### src/rtl/n_clic_seq_pkg.sv
// Shared types for the CLIC interrupt entry/exit sequencer.
package n_clic_seq_pkg;

    localparam int NR_IRQ      = 8;
    localparam int PRIO_BITS   = 3;
    localparam int STACK_DEPTH = 4;
    localparam int ID_W        = $clog2(NR_IRQ);
    localparam int DEPTH_W     = $clog2(STACK_DEPTH + 1);

    typedef logic [31:0]          word_t;
    typedef logic [PRIO_BITS-1:0] prio_t;
    typedef logic [ID_W-1:0]      irq_id_t;

    typedef struct packed {
        word_t pc;
        prio_t level;
    } stack_entry_t;

    typedef enum logic [1:0] {IDLE, TAKE, RET} seq_state_t;

    // Vector entry address; 32-bit modulo, wrap-around is intentional.
    function automatic word_t vec_entry(word_t base, irq_id_t id);
        return base + {{(32-ID_W-2){1'b0}}, id, 2'b00};
    endfunction

endpackage

### src/rtl/n_clic_stack.sv
// LIFO of saved {pc, level} entries; push and pop are never asserted together.
module n_clic_stack
    import n_clic_seq_pkg::*;
#(
    parameter  int Depth  = STACK_DEPTH,
    localparam int DepthW = $clog2(Depth + 1),
    localparam int AddrW  = (Depth > 1) ? $clog2(Depth) : 1
) (
    input  logic              clk,
    input  logic              reset,
    input  logic              push,
    input  logic              pop,
    input  stack_entry_t      din,
    output stack_entry_t      dout,
    output logic [DepthW-1:0] depth
);

    stack_entry_t     mem [Depth];
    logic [AddrW-1:0] rd_idx;
    logic [AddrW-1:0] wr_idx;

    assign rd_idx = AddrW'(depth - 1'b1);
    assign wr_idx = AddrW'(depth);
    assign dout   = mem[rd_idx];

    always_ff @(posedge clk) begin
        if (reset)
            depth <= '0;
        else if (push)
            depth <= depth + 1'b1;
        else if (pop)
            depth <= depth - 1'b1;
    end

    // Contents need no reset: occupancy alone decides what is valid.
    always_ff @(posedge clk) begin
        if (push)
            mem[wr_idx] <= din;
    end

endmodule

### src/rtl/n_clic_seq.sv
// Interrupt entry/exit sequencer: preempts at instruction boundaries, stacks
// the return pc and preempted level, and unwinds on mret.
module n_clic_seq
    import n_clic_seq_pkg::*;
#(
    parameter  int          NrIrq      = NR_IRQ,
    parameter  int          PrioBits   = PRIO_BITS,
    parameter  int          StackDepth = STACK_DEPTH,
    parameter  logic [31:0] VecBase    = 32'h0000_0100,
    localparam int          IdW        = $clog2(NrIrq),
    localparam int          DepthW     = $clog2(StackDepth + 1)
) (
    input  logic                clk,
    input  logic                reset,
    input  logic                irq_valid,
    input  logic [IdW-1:0]      irq_id,
    input  logic [PrioBits-1:0] irq_prio,
    output logic                irq_ack,
    output logic [IdW-1:0]      irq_id_ack,
    input  logic                instr_boundary,
    input  logic [31:0]         pc_next,
    input  logic                mret,
    output logic                pc_redirect,
    output logic [31:0]         pc_target,
    output logic [PrioBits-1:0] level,
    output logic [DepthW-1:0]   depth,
    output logic                underflow_err
);

    localparam logic [DepthW-1:0] FULL = DepthW'(StackDepth);

    seq_state_t   state;
    stack_entry_t stk_din;
    stack_entry_t stk_dout;
    logic         mret_idle;
    logic         take;
    logic         do_push;
    logic         do_pop;

    // prio>0 is implied by prio>level since level is never negative.
    assign take      = (state == IDLE) && instr_boundary && irq_valid &&
                       (irq_prio > level) && (depth < FULL);
    assign mret_idle = (state == IDLE) && mret;
    assign do_pop    = mret_idle && (depth != '0);
    assign do_push   = take && !mret_idle;
    assign stk_din   = '{pc: pc_next, level: level};

    n_clic_stack #(.Depth(StackDepth)) u_stack (
        .clk   (clk),
        .reset (reset),
        .push  (do_push),
        .pop   (do_pop),
        .din   (stk_din),
        .dout  (stk_dout),
        .depth (depth)
    );

    always_ff @(posedge clk) begin
        if (reset) begin
            state         <= IDLE;
            level         <= '0;
            irq_ack       <= 1'b0;
            irq_id_ack    <= '0;
            pc_redirect   <= 1'b0;
            pc_target     <= '0;
            underflow_err <= 1'b0;
        end else begin
            irq_ack     <= 1'b0;
            irq_id_ack  <= '0;
            pc_redirect <= 1'b0;
            case (state)
                IDLE: begin
                    // mret always claims the cycle, so a pending irq waits for the next IDLE.
                    if (mret_idle) begin
                        if (do_pop) begin
                            state       <= RET;
                            level       <= stk_dout.level;
                            pc_redirect <= 1'b1;
                            pc_target   <= stk_dout.pc;
                        end else begin
                            underflow_err <= 1'b1;
                        end
                    end else if (do_push) begin
                        state       <= TAKE;
                        level       <= irq_prio;
                        irq_ack     <= 1'b1;
                        irq_id_ack  <= irq_id;
                        pc_redirect <= 1'b1;
                        pc_target   <= vec_entry(VecBase, irq_id);
                    end
                end
                TAKE:    state <= IDLE;
                RET:     state <= IDLE;
                default: state <= IDLE;
            endcase
        end
    end

endmodule

### config.mk
export PLATFORM = sky130hd
export DESIGN_NAME = n_clic_seq
export DESIGN_NICKNAME = d
export VERILOG_FILES = /design/src/rtl/n_clic_seq_pkg.sv /design/src/rtl/n_clic_stack.sv /design/src/rtl/n_clic_seq.sv
export SDC_FILE = /design/constraint.sdc
export NUM_CORES = 1
export LEC_CHECK = 0
export ABC_AREA = 1
export CAP_MARGIN = 20
export CORE_MARGIN = 2
export CORE_UTILIZATION = 56
export CTS_BUF_LIST = sky130_fd_sc_hd__clkbuf_16
export CTS_CLUSTER_DIAMETER = 60
export DETAILED_ROUTE_END_ITERATION = 7
export PLACE_DENSITY = 0.79
export SLEW_MARGIN = 40
export SYNTH_ARGS = -nofsm -noshare
export SYNTH_HDL_FRONTEND = slang
export SYNTH_SLANG_ARGS = --single-unit
### constraint.sdc
create_clock -name clk -period 3.85 [get_ports clk]
set_input_delay 0.77 -clock clk [delete_from_list [all_inputs] [get_ports clk]]
set_output_delay 0.77 -clock clk [all_outputs]
set_load 0.03 [all_outputs]
== Yosys cells after proc, flatten, opt, wreduce, memory -nomap -nowiden ==
Memory sizes are Yosys's and may differ from the RTL's.
Cells that the tools add are included.

* Add/subtract/negate cells: 3
* $lt $le $gt $ge: 2
* Eq/ne operators: 1
* Mux-type cells: 15
* Bitwise logic cells: 3
* Reductions and logical operators: 18

{| class="wikitable"
|+ Operators by type and width
! operator !! count
|-
| 32-bit 2-to-1 mux || 3
|-
| 3-bit 2-to-1 mux || 5
|-
| 9-bit by 5-bit adder with 10-bit output, first input constant || 1
|-
| 1-bit logical AND || 7
|-
| 2-bit 2-to-1 mux || 3
|-
| 3-bit AND reduction || 2
|-
| 1-bit 2-to-1 mux || 4
|-
| 2-bit nonzero test || 2
|-
| 4-bit OR reduction || 1
|-
| 3-bit by 1-bit adder with 3-bit output, second input constant || 1
|-
| 3-bit > comparator || 1
|-
| 3-bit < comparator, second input constant || 1
|-
| 1-bit inverter || 3
|-
| 3-bit nonzero test || 1
|-
| 3-bit OR reduction || 1
|-
| 3-bit by 1-bit subtractor with 3-bit output, second input constant || 1
|-
| 2-bit logical NOT || 1
|-
| 2-bit by 1-bit != test with 1-bit output, second input constant || 1
|-
| 2-bit AND reduction || 1
|-
| 2-bit OR reduction || 1
|-
| 1-bit logical NOT || 1
|}

* Flip-flop bits (word level): 46
* Memory bits (writable): 140
* Input bits: 43
* Output and inout port bits: 44
* Logic and storage cells: 51
* Memories: 1

{| class="wikitable"
|+ Memories
! memory !! words !! bits a word !! rd ports !! clocked after memory_dff !! wr ports !! line !! text
|-
| u_stack.mem || 4 || 35 || 1 || 0 || 1 || n_clic_stack.sv:18 || <nowiki>stack_entry_t mem [Depth];</nowiki>
|}

== Longest topological paths before layout ==
Gate-level depths: netlist of run 1.

* Word-level depth: 8
* Gate-level depth with buffers: 12
* Depth with buffers taken out: 10

== Modules after synthesis ==
Synthesis of run 1 repeated with hierarchy kept, for this count alone.

* Cells, all modules: 643
* Area total of the unflattened synthesis: 7,387.1 um2

{| class="wikitable"
|+ Modules (own cells, without submodules)
! module !! times used !! cells an instance !! area each (um2) !! seq. area each (um2)
|-
| n_clic_stack || 1 || 413 || 5,579.1 || 4,264.1
|-
| n_clic_seq || 1 || 230 || 1,808.0 || 860.8
|}

== Worst setup path before layout of run 1 ==
No wires, ideal clock.

* Path kind: input port to flip-flop
* From: input port irq_prio[2]
* To: memory u_stack.mem[0][0] (netlist bit) (enable)
* Data arrival time: 3,106 ps
* Path slack: 317 ps
* Stages: 8
* Path buffers: 2
* Cell sequence: ha_1 -> nand3_1 -> nand2_1 -> inv_2 -> nand3_2 -> buf_6 -> buf_6 -> nor2_1

* Word-level cells in the longest chain between the ends: 6

{| class="wikitable"
|+ RTL lines
! what !! line !! text
|-
| from (decl) || n_clic_seq.sv:17 || <nowiki>input logic [PrioBits-1:0] irq_prio,</nowiki>
|-
| 3-bit > comparator || n_clic_seq.sv:42 || <nowiki>(irq_prio > level) && (depth < FULL);</nowiki>
|-
| 1-bit logical AND || n_clic_seq.sv:41 || <nowiki>assign take = (state == IDLE) && instr_boundary && irq_valid &&</nowiki>
|-
| 1-bit logical AND || n_clic_seq.sv:42 ||
|-
| 1-bit logical AND || n_clic_seq.sv:45 || <nowiki>assign do_push = take && !mret_idle;</nowiki>
|-
| 1-bit 2-to-1 mux || n_clic_stack.sv:37 || <nowiki>if (push)</nowiki>
|-
| 1-bit 2-to-1 mux (not written as such) || n_clic_stack.sv:38 || <nowiki>mem[wr_idx] <= din;</nowiki>
|-
| to (decl) || n_clic_stack.sv:18 ||
|}

Every way passes these cells.

== Worst setup path after layout of run 1 ==
* From: input port irq_prio[2]
* To: register pc_target[3]

* Word-level cells in the longest chain between the ends: 6

{| class="wikitable"
|+ RTL lines
! what !! line !! text
|-
| 3-bit > comparator || n_clic_seq.sv:42 ||
|-
| 1-bit logical AND || n_clic_seq.sv:41 ||
|-
| 1-bit logical AND || n_clic_seq.sv:42 ||
|-
| 1-bit logical AND || n_clic_seq.sv:45 ||
|-
| 2-bit nonzero test (no line) || - ||
|-
| 3-bit AND reduction (no line) || - ||
|-
| to (signal assigned) || n_clic_seq.sv:79 || <nowiki>pc_target <= stk_dout.pc;</nowiki>
|-
| to (signal assigned) || n_clic_seq.sv:89 || <nowiki>pc_target <= vec_entry(VecBase, irq_id);</nowiki>
|-
| to (decl) || n_clic_seq.sv:24 || <nowiki>output logic [31:0] pc_target,</nowiki>
|}

Every way passes these cells.
A chain may end at the register's enable or synchronous reset.

==> flow_summary.ini, run 1 <==
[status]
status = complete, no violations

[route]
drt_first_iter_violations = 441
vias_per_cell = 5.22
dr.max_layer_used = met4
met1_length_mm = 6.93
ant_nets = 0
first_pass_iters = 5
wl_per_cell_um = 15.6
routed_wl_mm = 16.6
num_vias = 5546
drc = 0
wl_met3_mm = 1.20
wl_met2_mm = 8.06

[power_and_ir_drop]
clkPwrFrac = 0.223
powerDensity_nw_per_um2 = 772
power.switching_mw = 2.82
seqPwrFrac = 0.362
power.internal_mw = 4.43
power_leakage_nw = 3.88
swShare = 0.389
peakVddDrop_v = 0.000396
power_frac_comb = 0.415

[worst_setup_path]
cp-start-kind = input pin
worstPathRequired_ns = 4.21
arrival_ns = 3.04
crit_type = input pin to register
path_max_fanout = 63
crit_path_end_kind = register

[sta]
setup-tns-final_ns = 0
rsz0062_at_grt = false
setup_ws_ns = 1.17
fin_worst_skew_ns = 0.00580
setup_viol = 0
fin_crit_sh = 0.695
drv_slew = 0
whs_ns = 0.471
slew-limit-headroom = 0.490
max_freq_ghz = 0.374
max_slew.worst_pin.slew_ns = 0.765
min_period_ns = 2.68
finalHoldViolations = 0

[flow_run]
cap_violations = 0

[logic_synthesis]
syn_nets = 844
synth_seq_area_share = 0.655
yosys_register_bits = 186
synth_warnings = 0
synth.avg_cell_area_um2 = 9.87
synth_cells = 793
ys_types = 24
netlist_area_um2 = 7830

[finish]
nets = 921
drive_gt1_frac = 0.0702
fin_cells = 1063
antennaDiodeCount = 0
area_delta_synth_final_pct = 20.1
final_core_util = 0.682

[floorplanning]
die_width_um = 122
core-area_um2 = 13800
rows = 43
start_util = 0.568
die_area_um2 = 14900
die_h_um = 122
ioPinCount = 87

[clocking]
post_cts_buffers = 0
h-tree-depth = 4
cts_root_buffer = clkbuf_16
path_clk_slew_ns = 0.06
cts_max_path_buffers = 2
ctsResizeCount = 0
clock_latency_ns = 0.42
cts_buffers = 17
cts.sinks = 186
cts_tree = yes
hold_buffers = 0

[placed_design]
globalplace.congestion = 0.778
dpl.hpwl_mm = 9.74
io_buffers = 86
dp_cells = 1031
place_ws_ns = 0.763

[global_routing]
overflow = 0
grt_pass1_wl_mm = 26.6
grt_max_degree = 75
antenna_found_initial = 0
grt_pass1_vias = 5398
grt_use_total = 0.235

[hold_path]
hold_class = register to register
==> critical path: stages <==
cell and delay, ns:
clkdlybuf4s50_1 0.44, ha_1 0.34, a21oi_1 0.13, nand2_1 0.10, nand3_2 0.20, buf_4 0.63
nand2_1 0.13, inv_2 0.15, nor2_1 0.06, nor2_1 0.08
==> cell families (layout without fill, tap and decap cells) <==
kind of cell | after synthesis | after routing | share of synthesized area
simple gates | 354 | 354 | 0.192
flops | 186 | 186 | 0.655
buf+inv | 159 | 249 | 0.0846
compound gates | 85 | 85 | 0.0550
fa+ha+maj | 8 | 8 | 0.0128
xor+xnor | 1 | 1 | 0.00112
==> stage by stage <==
step                total power, mW  cell area [µm²]
floorplan                      4.74             7830
global route                   7.69             9400
finish                         7.26             9400
CTS                            7.29             9400
detailed placement             5.65             8850
global placement               5.61             8850
==> power by group through the flow <==
| stage | Combinational, mW | Sequential (mW) | Clock (mW) |
|---|---|---|---|
| floorplan | 1.73 | 3.01 | 0 |
| global placement | 2.94 | 2.66 | 0 |
| detailed placement | 2.99 | 2.67 | 0 |
| CTS | 3.02 | 2.63 | 1.64 |
| global route | 3.33 | 2.66 | 1.71 |
| finish | 3.01 | 2.63 | 1.62 |
==> flip-flops by register name (all words and copies together), names as in the netlist <==
register / flops
irq_id_ack: 3
state: 2
u_stack.mem: 140
pc_redirect: 1
underflow_err: 1
u_stack.depth: 3
pc_target: 32
level: 3
irq_ack: 1
==> placed cells by master (no fill, tap or decap), drive strengths merged, types with 2 or more instances in the layout <==
cell and count:
bufinv 2, nor2 81, buf 14, ha 8, edfxtp 140, nand2 193
clkdlybuf4s50 86, inv 120, nand3 78, o21ai 33, dfxtp 46, a21oi 51
clkinv 9, clkbuf 17
==> final timing paths <==
kind / slack [ns] / to / cells past startpoint / from
setup / recovery: 1.17 / pc_target[3] / 10 / irq_prio[2]
hold / removal: 0.47 / pc_target[23] / 2 / pc_target[23]
setup reg to reg: 1.40 / pc_target[3] / 10 / level[2]
hold reg to reg: 0.47 / pc_target[23] / 2 / pc_target[23]
==> layout make-up <==
| cell class | instances | area [µm²] |
|---|---|---|
| Clock buffer | 17 | 425 |
| Clock inverter | 15 | 120 |
| Fill cell | 1034 | 4380 |
| Inverter | 117 | 440 |
| Multi-Input combinational cell | 448 | 2070 |
| Sequential cell | 186 | 5130 |
| Tap cell | 180 | 225 |
| Timing Repair Buffer | 100 | 991 |
==> per-layer routing <==
layer	vias to the layer above	track usage
li1	2706	-
met1	2590	0.303
met2	223	0.391
met3	27	0.0474
met4	0	0.0970
met5	-	0
==> cell usage after synthesis, drive strengths merged <==
| cell type | count | area share |
|---|---|---|
| dfxtp | 46 | 0.12 |
| inv | 116 | 0.056 |
| nand2 | 193 | 0.094 |
| buf | 31 | 0.023 |
| a31oi | 1 | 0.00080 |
| a21oi | 51 | 0.033 |
| edfxtp | 140 | 0.54 |
| o21ai | 33 | 0.022 |
| ha | 8 | 0.013 |
| nand3 | 78 | 0.057 |
| clkbuf | 11 | 0.0053 |
| clkinv | 1 | 0.00048 |
| nand3b | 1 | 0.00096 |
| nor2 | 81 | 0.039 |
| xnor2 | 1 | 0.0011 |
| nand4 | 1 | 0.00080 |
Power figures use the tool's default switching activity.
==> inputs of run 2 (changes only) <==
- clock period: 3.85 -> 2.5 ns (I/O delays scaled with it)
==> flow_summary.ini, run 2 (synthesized netlist as in run 1, its figures left out) <==
[status]
status = complete, no violations

[route]
num_vias = 5624
drc = 0
drt_first_iter_violations = 511
wl_per_cell_um = 15.7
first_pass_iters = 6
routed_wl_mm = 17.0
ant_nets = 0
vias_per_cell = 5.20

[worst_setup_path]
cp_top_family = buffers and inverters
arrival_ns = 1.64
cp-startpoint = u_stack.depth[2]
crit_path_end_kind = output pin
max_stage_delay_ns = 0.73
worstPathRequired_ns = 2.00
cp-start-kind = register
critical_path.slowest_cell = clkdlybuf4s50_1
crit_type = register to output pin
path_max_fanout = 4
ff2ff_path_depth = 10
regToRegSetupSlack_ns = 0.48
timing.rr.start = level[2]
rr_endpoint = level[2]
endpoint = depth[2]
worstPathCellList = clkdlybuf4s50_1
path_buf_inv = 1
cp_num_cells = 1

[placed_design]
dpl_cell_area_um2 = 9060
place_ws_ns = -0.0277
globalplace.congestion = 0.801
dpl.hpwl_mm = 10.5
io_buffers = 86

[floorplanning]
die_area_um2 = 14900
die_width_um = 122
die_h_um = 122
rows = 43
ioPinCount = 87
start_util = 0.568
core-area_um2 = 13800

[sta]
rsz0062_at_grt = false
setup_viol = 0
drv_slew = 0
min_period_ns = 2.14
setup-tns-final_ns = 0
fin_worst_skew_ns = 0.00731
setup_ws_ns = 0.357
max_slew.worst_pin.slew_ns = 0.551
max_freq_ghz = 0.467
slew-limit-headroom = 0.633
finalHoldViolations = 0
fin_crit_sh = 0.857

[global_routing]
grt_max_degree = 47
antenna_found_initial = 0
grt_pass1_wl_mm = 27.0
overflow = 0
grt_use_total = 0.243
grt_pass1_vias = 5503

[finish]
drive_gt1_frac = 0.0932
nets = 939
final_core_util = 0.700
layout_commonest_cell = nand2_1
area_delta_synth_final_pct = 23.2
reg.largest.list = u_stack.mem (140), pc_target (32)
final_cell_mix = 192 x nand2_1, 140 x edfxtp_1, 112 x inv_1
top_register = u_stack.mem
antennaDiodeCount = 0
largest_reg_flops = 140
final_area_um2 = 9650

[clocking]
ctsResizeCount = 0
path_clk_slew_ns = 0.06
post_cts_buffers = 0
cts_tree = yes
h-tree-depth = 4
cts_max_path_buffers = 2
hold_buffers = 0
clock_latency_ns = 0.44
cts.sinks = 186
cts_root_buffer = clkbuf_16
cts_buffers = 17

[power_and_ir_drop]
total_power_mw = 11.6
powerDensity_nw_per_um2 = 1200
power_leakage_nw = 3.99
peakVddDrop_v = 0.000738

[hold_path]
hold_class = register to register

[flow_run]
cap_violations = 0
-- run 2: cell count changes in the layout (fill, tap and decap cells not counted), sizes merged --
cell / delta
bufinv: +1
clkinvlp: +3
buf: +18
inv: -3
clkinv: -1
-- run 2: per-stage QoR --
stage          hold WS (ns)  std cells
2_1_floorplan         0.460        793
3_3_place_gp          0.463       1049
3_5_place_dp          0.468       1049
4_1_cts               0.476       1081
5_1_grt               0.500       1081
6_report              0.473       1081
-- run 2: routing by layer --
metal / vias up / wire, µm / GRT usage / part of all wire
li1: 2752 / - / - / -
met1: 2626 / 6970 / 0.312 / 0.41
met2: 215 / 8580 / 0.395 / 0.50
met3: 31 / 1060 / 0.0548 / 0.062
met4: 0 / 388 / 0.112 / 0.023
met5: - / 0 / 0 / 0
-- run 2: how the worst min path moves through the flow --
stage                       start             to  slack [ns]  depth (start not counted)
finish              pc_target[26]  pc_target[26]        0.47                          2
global route        pc_target[23]  pc_target[23]        0.50                          2
CTS                 pc_target[26]  pc_target[26]        0.48                          2
detailed placement  pc_target[26]  pc_target[26]        0.47                          2
global placement    pc_target[24]  pc_target[24]        0.46                          2
floorplan                state[1]       state[1]        0.46                          2
-- run 2: worst min-delay path, cell delays in order (launching register included) --
cell     delay (ns)
dfxtp_1        0.32
nand3_2        0.06
a21oi_1        0.05
-- run 2: where the power goes --
group | total, mW | switching, mW | internal (mW)
registers | 4.05 | 0.264 | 3.78
logic | 4.93 | 3.13 | 1.79
clock network | 2.64 | 1.09 | 1.55
total | 11.6 | 4.49 | 7.12
-- run 2: cell type report --
class / count / area (µm²)
tap: 180 / 225
fill: 1025 / 4130
multi-input combinational: 448 / 2070
sequential: 186 / 5130
timing repair buffer: 118 / 1200
clock inverter: 15 / 159
clock buffer: 17 / 425
inverter: 117 / 439
==> inputs of run 3 (changes only) <==
- CORE_UTILIZATION: 56 -> 60
- DONT_BUFFER_PORTS: unset -> 1
- PLACE_DENSITY: 0.79 -> 0.76
==> flow_summary.ini, run 3 (synthesized netlist as in run 1, its figures left out) <==
[clocking]
post_cts_buffers = 0
cts_root_buffer = clkbuf_16
hold_buffers = 0
cts_buffers = 17
clock_latency_ns = 0.43
ctsResizeCount = 0
h-tree-depth = 4
path_clk_slew_ns = 0.07
cts_tree = yes
cts.sinks = 186
cts_max_path_buffers = 2

[sta]
finalHoldViolations = 0
max_freq_ghz = 0.478
max_slew.worst_pin.slew_ns = 0.764
fin_worst_skew_ns = 0.00816
slew-limit-headroom = 0.490
min_period_ns = 2.09
setup_viol = 0
setup_ws_ns = 0.409
whs_ns = 0.130
fin_crit_sh = 0.837
rsz0062_at_grt = false
drv_slew = 0

[worst_setup_path]
ff2ff_path_depth = 9
max_stage_delay_ns = 0.56
path_buf_inv = 4
cp-start-kind = register
path_max_fanout = 37
worstPathRequired_ns = 2.86
crit_path_end_kind = register
crit_type = register to register
cp_num_cells = 9
critical_path.slowest_cell = o21ai_4
arrival_ns = 2.45
worstPathCellList = inv_1 > ha_2 > inv_1 > o21ai_4 > buf_12 > nand2_1 > inv_2 > nor2_1 > nor2_1
cp_top_family = buffers and inverters

[finish]
reg.largest.list = u_stack.mem (140), pc_target (32)
fin_cells = 977
layout_commonest_cell = nand2_1
antennaDiodeCount = 0
nets = 843
area_delta_synth_final_pct = 10.6
final_cell_mix = 192 x nand2_1, 140 x edfxtp_1, 113 x inv_1
top_register = u_stack.mem
drive_gt1_frac = 0.0932
final_area_um2 = 8650
fillerInstances = 914
largest_reg_flops = 140

[placed_design]
place_ws_ns = 0.391
dpl_cell_area_um2 = 8070
dpl.hpwl_mm = 9.68
globalplace.congestion = 0.806
io_buffers = 0
dp_cells = 945

[route]
drt_first_iter_violations = 479
vias_per_cell = 5.42
first_pass_iters = 8
wl_per_cell_um = 16.5
ant_nets = 0
drc = 0
routed_wl_mm = 16.1
num_vias = 5300

[floorplanning]
die_area_um2 = 14000
ioPinCount = 87
rows = 41
start_util = 0.618
die_h_um = 118
core-area_um2 = 12700
die_width_um = 118

[power_and_ir_drop]
power_frac_comb = 0.342
clkPwrFrac = 0.240
seqPwrFrac = 0.419
power.switching_mw = 4.33
power.internal_mw = 6.55
powerDensity_nw_per_um2 = 1260
peakVddDrop_v = 0.000816
swShare = 0.398
power_leakage_nw = 3.61
total_power_mw = 10.9

[hold_path]
hold_depth = 1
hold_class = input pin to register

[status]
status = complete, no violations

[global_routing]
grt_max_degree = 75
overflow = 0
grt_pass1_wl_mm = 25.5
grt_pass1_vias = 5163
grt_use_total = 0.238
antenna_found_initial = 0

[flow_run]
cap_violations = 0
## run 3: cell types whose count changed in the layout (fill, tap and decap cells not counted), sizes merged
cell,delta
bufinv,-1
clkinvlp,-2
inv,+1
buf,-10
clkinv,+1
clkbuf,+1
clkdlybuf4s50,-86
## run 3: power by group through the flow
stage / combinational, mW / sequential, mW / clock, mW
global placement: 3.54 / 4.60 / 0
finish: 3.71 / 4.55 / 2.61
global route: 4.16 / 4.60 / 2.75
CTS: 3.70 / 4.56 / 2.63
detailed placement: 3.68 / 4.62 / 0
floorplan: 2.67 / 4.63 / 0
## run 3: cell type report
class	count	area (µm²)	share of cell area
clock inverters	14	131	0.0152
inverters	117	439	0.0508
repair buffers	22	219	0.0253
flip-flops and latches	186	5130	0.592
multi-input cells	448	2070	0.239
well taps	172	215	0.0249
clock buffers	18	450	0.0521
## run 3: worst paths after layout
kind | slack, ns | endpoint | startpoint
min | 0.13 | pc_target[22] | reset
min reg2reg | 0.53 | state[1] | state[1]
max | 0.41 | level[0] | u_stack.depth[1]
max reg2reg | 0.41 | level[0] | u_stack.depth[1]
## run 3: worst register-to-register path: stages (launching register included)
cell     delay [ns]
dfxtp_1        0.31
inv_1          0.11
ha_2           0.22
inv_1          0.10
o21ai_4        0.56
buf_12         0.31
nand2_1        0.12
inv_2          0.15
nor2_1         0.06
nor2_1         0.10
## run 3: metal layers
layer  GRT usage  part of all wire
met2       0.387              0.49
met1       0.292              0.41
met5           0                 0
met3      0.0734             0.082
met4       0.109             0.019
## run 3: stage by stage
step,TNS (ns),utilization
2_1_floorplan,-32.64,-
3_3_place_gp,0,0.637
3_5_place_dp,0,0.637
4_1_cts,0,0.683
5_1_grt,0,0.683
6_report,0,0.683
==> variant 1: new RTL, flow settings as in run 2 <==
Re-encode `seq_state_t` (3 states) as one-hot, 3 bits wide.
--- a/src/rtl/n_clic_seq_pkg.sv
+++ b/src/rtl/n_clic_seq_pkg.sv
@@ -16,7 +16,7 @@
         prio_t level;
     } stack_entry_t;
 
-    typedef enum logic [1:0] {IDLE, TAKE, RET} seq_state_t;
+    typedef enum logic [2:0] {IDLE = 3'b001, TAKE = 3'b010, RET = 3'b100} seq_state_t;
 
     // Vector entry address; 32-bit modulo, wrap-around is intentional.
     function automatic word_t vec_entry(word_t base, irq_id_t id);
Function: same outputs for any inputs over 4 cycles, from zero or initial values and one cycle with reset high; so few cycles prove little.
==> variant 1 against run 2 <==
- design area fell by 2.9%
- sequential power fell by 5%
- area after synthesis fell by 3.8%
- sequential share of layout area rose by 1.8 points
- wire length rose by 2.9%
- total power fell by 12%
- sequential cell count rose by 1
- combinational power fell by 24%
- worst setup slack got worse by 0.050 ns
- register-to-register slack got worse by 0.17 ns
- synthesized cell count fell by 14%
- largest cell class unchanged
- largest power group is now sequential cells
- highest routed layer unchanged
==> variant 1: results (changes against run 2) <==
[grt]
use_met1_pct = 29.8  ; -1.4 points
grt_pass1_vias = 5475  ; -0.51%
grt_usage_pct = 25.1  ; +0.83 points
use_met3_pct = 6.32  ; +0.84 points
grt_pass1_wl_um = 27400  ; +1.4%
grt.met2_usage_pct = 43.9  ; +4.4 points
antenna_found_initial = 0  ; unchanged
grt_max_degree = 75  ; +60%

[power]
intPower_mw = 6.62  ; -7.1%
power_leakage_nw = 3.48  ; -13%
peakVddDrop_v = 0.000704  ; -4.5%

[route]
drt_wl_total_um = 17500  ; +2.9%
post_drt_wl_per_cell_um = 18.1  ; +15%
dr.first_iter.drc_count = 553  ; +8.2%
via_count = 5446  ; -3.2%

[sta]
finalClockSkew_ns = 0.00837  ; +0.00106 ns
maxSlewHeadroom_pct = 53.6  ; -9.7 points

[placement]
place_ws_ns = -0.0333  ; -0.00554 ns
postPlaceCellArea_sq_um = 8780  ; -3.1%
gp_congestion = 0.816  ; +1.9%
io_buffers = 86  ; unchanged
dp_cells = 935  ; -11%

[finish]
nets = 829  ; -12%
top_regs = u_stack.mem (140), pc_target (32)
drive_above_1_share_pct = 10.2  ; +0.92 points

[synthesis]
yosysTopAreaCell = edfxtp_1
seq_area_frac_synth_pct = 68.3  ; +2.8 points
synthTopCellsByCount = nor2_1 (175), edfxtp_1 (140), nand2_1 (74), o21ai_0 (68), dfxtp_1 (47)
synth_cells = 681  ; -14%
netlist_top_cells_area = edfxtp_1 (56%), dfxtp_1 (12%), nor2_1 (8.7%), o21ai_0 (4.5%), nand2_1 (3.7%)
ys_types = 33  ; +38%
syn-num-nets = 732  ; -13%

[setup_path]
arrival_ns = 2.52  ; +0.88 ns
path_delay_family = simple AND/OR/NAND/NOR gates
cp_slowest_stage_delay_ns = 0.44  ; -0.29 ns
crit_slowest_cell = dfxtp_1

[outcome]
status = finished clean

[variant 1: cell count changes after synthesis, moves of 10 or more]
cell and change:
nand2_1 -118, nor2_1 +96, inv_1 -91, nand3_1 -49
o21ai_0 +36, a21oi_1 -22, nand3b_1 +22, buf_2 -11
o22ai_1 +11, nand3_2 -10
[variant 1: final cells by class]
cell class / instances / area, sq um
flip-flops and latches: 187 / 5150
fillers: 912 / 3820
multi-input cells: 429 / 2100
repair buffers: 117 / 1210
clock buffers: 17 / 425
well taps: 176 / 220
clock inverters: 15 / 160
inverters: 26 / 101
[variant 1: power by group through the flow]
stage	sequential, mW	clock (mW)	combinational [mW]
2_1_floorplan	4.27	0	2.04
4_1_cts	3.86	2.69	3.73
3_3_place_gp	3.90	0	3.47
3_5_place_dp	3.92	0	3.67
5_1_grt	3.89	2.81	4.08
6_report	3.86	2.66	3.74
[variant 1: logic make-up (layout without fill, tap and decap cells)]
family          count (synthesis)  count (layout)  share of synthesized area [%]
simple gates                  305             305                           18.0
flops                         187             187                           68.3
compound gates                115             115                           8.11
buf+inv                        65             175                           4.14
fa+ha+maj                       8               8                           1.33
xor+xnor                        1               1                          0.116
[variant 1: metal layers]
layer	share of wire (%)	vias to the layer above
met5	0	-
met4	1.7	0
met3	6.5	28
met2	52	254
met1	40	2648
li1	-	2516
[variant 1: final timing paths]
kind / startpoint / end / slack (ns) / cells past startpoint
worst min register to register: pc_target[31] / pc_target[31] / 0.49 / 2
worst max register to register: level[2] / pc_target[13] / 0.31 / 10
worst min-delay path: pc_target[31] / pc_target[31] / 0.49 / 2
worst max-delay path: level[2] / pc_target[13] / 0.31 / 10
==> variant 2: new RTL, flow settings as in run 2 <==
Without the edit above. `PRIO_BITS`: 3 -> 6.
--- a/src/rtl/n_clic_seq_pkg.sv
+++ b/src/rtl/n_clic_seq_pkg.sv
@@ -2,7 +2,7 @@
 package n_clic_seq_pkg;
 
     localparam int NR_IRQ      = 8;
-    localparam int PRIO_BITS   = 3;
+    localparam int PRIO_BITS   = 6;
     localparam int STACK_DEPTH = 4;
     localparam int ID_W        = $clog2(NR_IRQ);
     localparam int DEPTH_W     = $clog2(STACK_DEPTH + 1);
Interface: changed (resized irq_prio and level); port bits go from 87 to 93. The function was not compared with the original's and may differ.
==> variant 2 against run 2 <==
- wire length rose by 5.1%
- area after synthesis rose by 4.6%
- sequential cell count rose by 15
- worst setup slack worse by 0.033 ns
- sequential power is 8.1% higher
- total power rose by 5.1%
- design area up 4.4%
- critical path type unchanged
==> variant 2: results (changes against run 2) <==
[grt]
grt_usage_pct = 22.6  ; -1.7 points
grt_pass1_vias = 5639  ; +2.5%
grt_pass1_wl_um = 28500  ; +5.6%
antenna_found_initial = 0  ; unchanged
grt_max_degree = 53  ; +13%

[sta]
finalSetupTns_ns = 0  ; unchanged
finalClockSkew_ns = 0.00783  ; +0.000516 ns
maxSlewHeadroom_pct = 63.6  ; +0.29 points

[power]
peakVddDrop_v = 0.000710  ; -3.8%
power_leakage_nw = 3.97  ; -0.41%

[cts]
clock_path_buffers = 3  ; +1
clk_latency_ns = 0.49  ; +0.05 ns
postCtsResizedCells = 0  ; unchanged
cts_buffers = 22  ; +5
post-cts-setup-buffers = 0  ; unchanged
root_buffer = clkbuf_16
cts.clk_slew.worst_paths_ns = 0.06  ; about the same
htree_num_levels = 1  ; -3

[placement]
io_buffers = 92  ; +7.0%
hpwl_um = 10800  ; +2.9%
gp_congestion = 0.783  ; -2.2%

[finish]
nets = 943  ; +0.43%
fill_cells = 1045  ; +2.0%
diodes = 0  ; unchanged
top_regs = u_stack.mem (152), pc_target (32), level (6)
drive_above_1_share_pct = 8.20  ; -1.1 points

[route]
drt_wl_total_um = 17900  ; +5.1%
dr.first_iter.drc_count = 541  ; +5.9%
drtPass1Iterations = 5  ; -1
via_count = 5842  ; +3.9%

[setup_path]
critPathMaxFanout = 7  ; +3
cp_slowest_stage_delay_ns = 0.72
path_delay_family = buffers and inverters
arrival_ns = 1.68  ; +0.04 ns
crit_slowest_cell = clkdlybuf4s50_1

[synthesis]
netlist_top_cells_area = edfxtp_1 (56%), dfxtp_1 (12%), nand2_1 (9.4%), nand3_1 (6.2%), nor2_1 (3.7%)
synth_edf_count = 152  ; +8.6%
ys_warn_count = 0  ; unchanged
seq_area_frac_synth_pct = 67.7  ; +2.3 points
synthTopCellsByCount = nand2_1 (204), edfxtp_1 (152), nand3_1 (101), nor2_1 (80), a21oi_1 (59)
synthArstFlopShare_pct = 0  ; unchanged
syn-num-nets = 848  ; +0.47%
ys_types = 25  ; +4.2%
yosysTopAreaCell = edfxtp_1

[hold_path]
min_path_type = reg -> reg

[job]
cap_violations = 0  ; unchanged

[outcome]
status = finished clean

## variant 2: cell types whose count changed in the layout (fill, tap and decap cells not counted), sizes merged, moves of 5 or more
cell and delta:
buf -5, inv -53, nand2 +13, a21oi +9, nand3 +23, clkbuf +6
o21ai -8, edfxtp +12, clkdlybuf4s50 +6
## variant 2: stage by stage
step | worst slack [ns] | cells | utilization, % | cell area [sq um] | power (mW)
global route | 0.258 | 1086 | 69.8 | 10100 | 12.9
CTS | 0.304 | 1086 | 69.8 | 10100 | 12.3
detailed placement | -0.0189 | 1046 | 65.4 | 9430 | 9.35
finish | 0.324 | 1086 | 69.8 | 10100 | 12.2
global placement | 0.0382 | 1046 | 65.4 | 9430 | 9.24
floorplan | 0.00639 | 791 | - | 8220 | 7.75
## variant 2: final timing paths
path	startpoint	to	slack (ns)	cells past startpoint
max reg2reg	level[5]	pc_target[3]	0.47	12
max	level[0]	level[0]	0.32	1
min reg2reg	state[1]	state[1]	0.44	1
min	state[1]	state[1]	0.44	1
## variant 2: layout make-up
class                   count  area [sq um]  share of cell area, %
repair buffers            119          1220                   12.1
multi-input cells         491          2230                   22.1
well taps                 184           230                   2.29
inverters                  51           191                   1.90
flip-flops and latches    201          5560                   55.1
clock inverters            17          71.3                  0.708
clock buffers              23           576                   5.71
## variant 2: cells by family (layout without fill, tap and decap cells)
family          Yosys count  count (layout)  share of synthesized area [%]
fa+ha+maj                11              11                           1.68
simple gates            393             393                           19.8
buf+inv                  99             210                           5.33
compound gates           86              86                           5.32
xor+xnor                  1               1                          0.107
flops                   201             201                           67.7
## variant 2: routing by layer
metal,global-route usage [%],routed length (um),up-vias
li1,-,-,2851
met1,29.6,7320,2747
met2,39.5,9140,212
met3,3.31,977,32
met4,6.99,417,0
met5,0,0,-
## variant 2: report_power, final
| group | internal, mW | switching, mW | total, mW |
|---|---|---|---|
| combinational | 1.78 | 3.16 | 4.94 |
| clock | 1.65 | 1.24 | 2.89 |
| sequential | 4.11 | 0.273 | 4.38 |
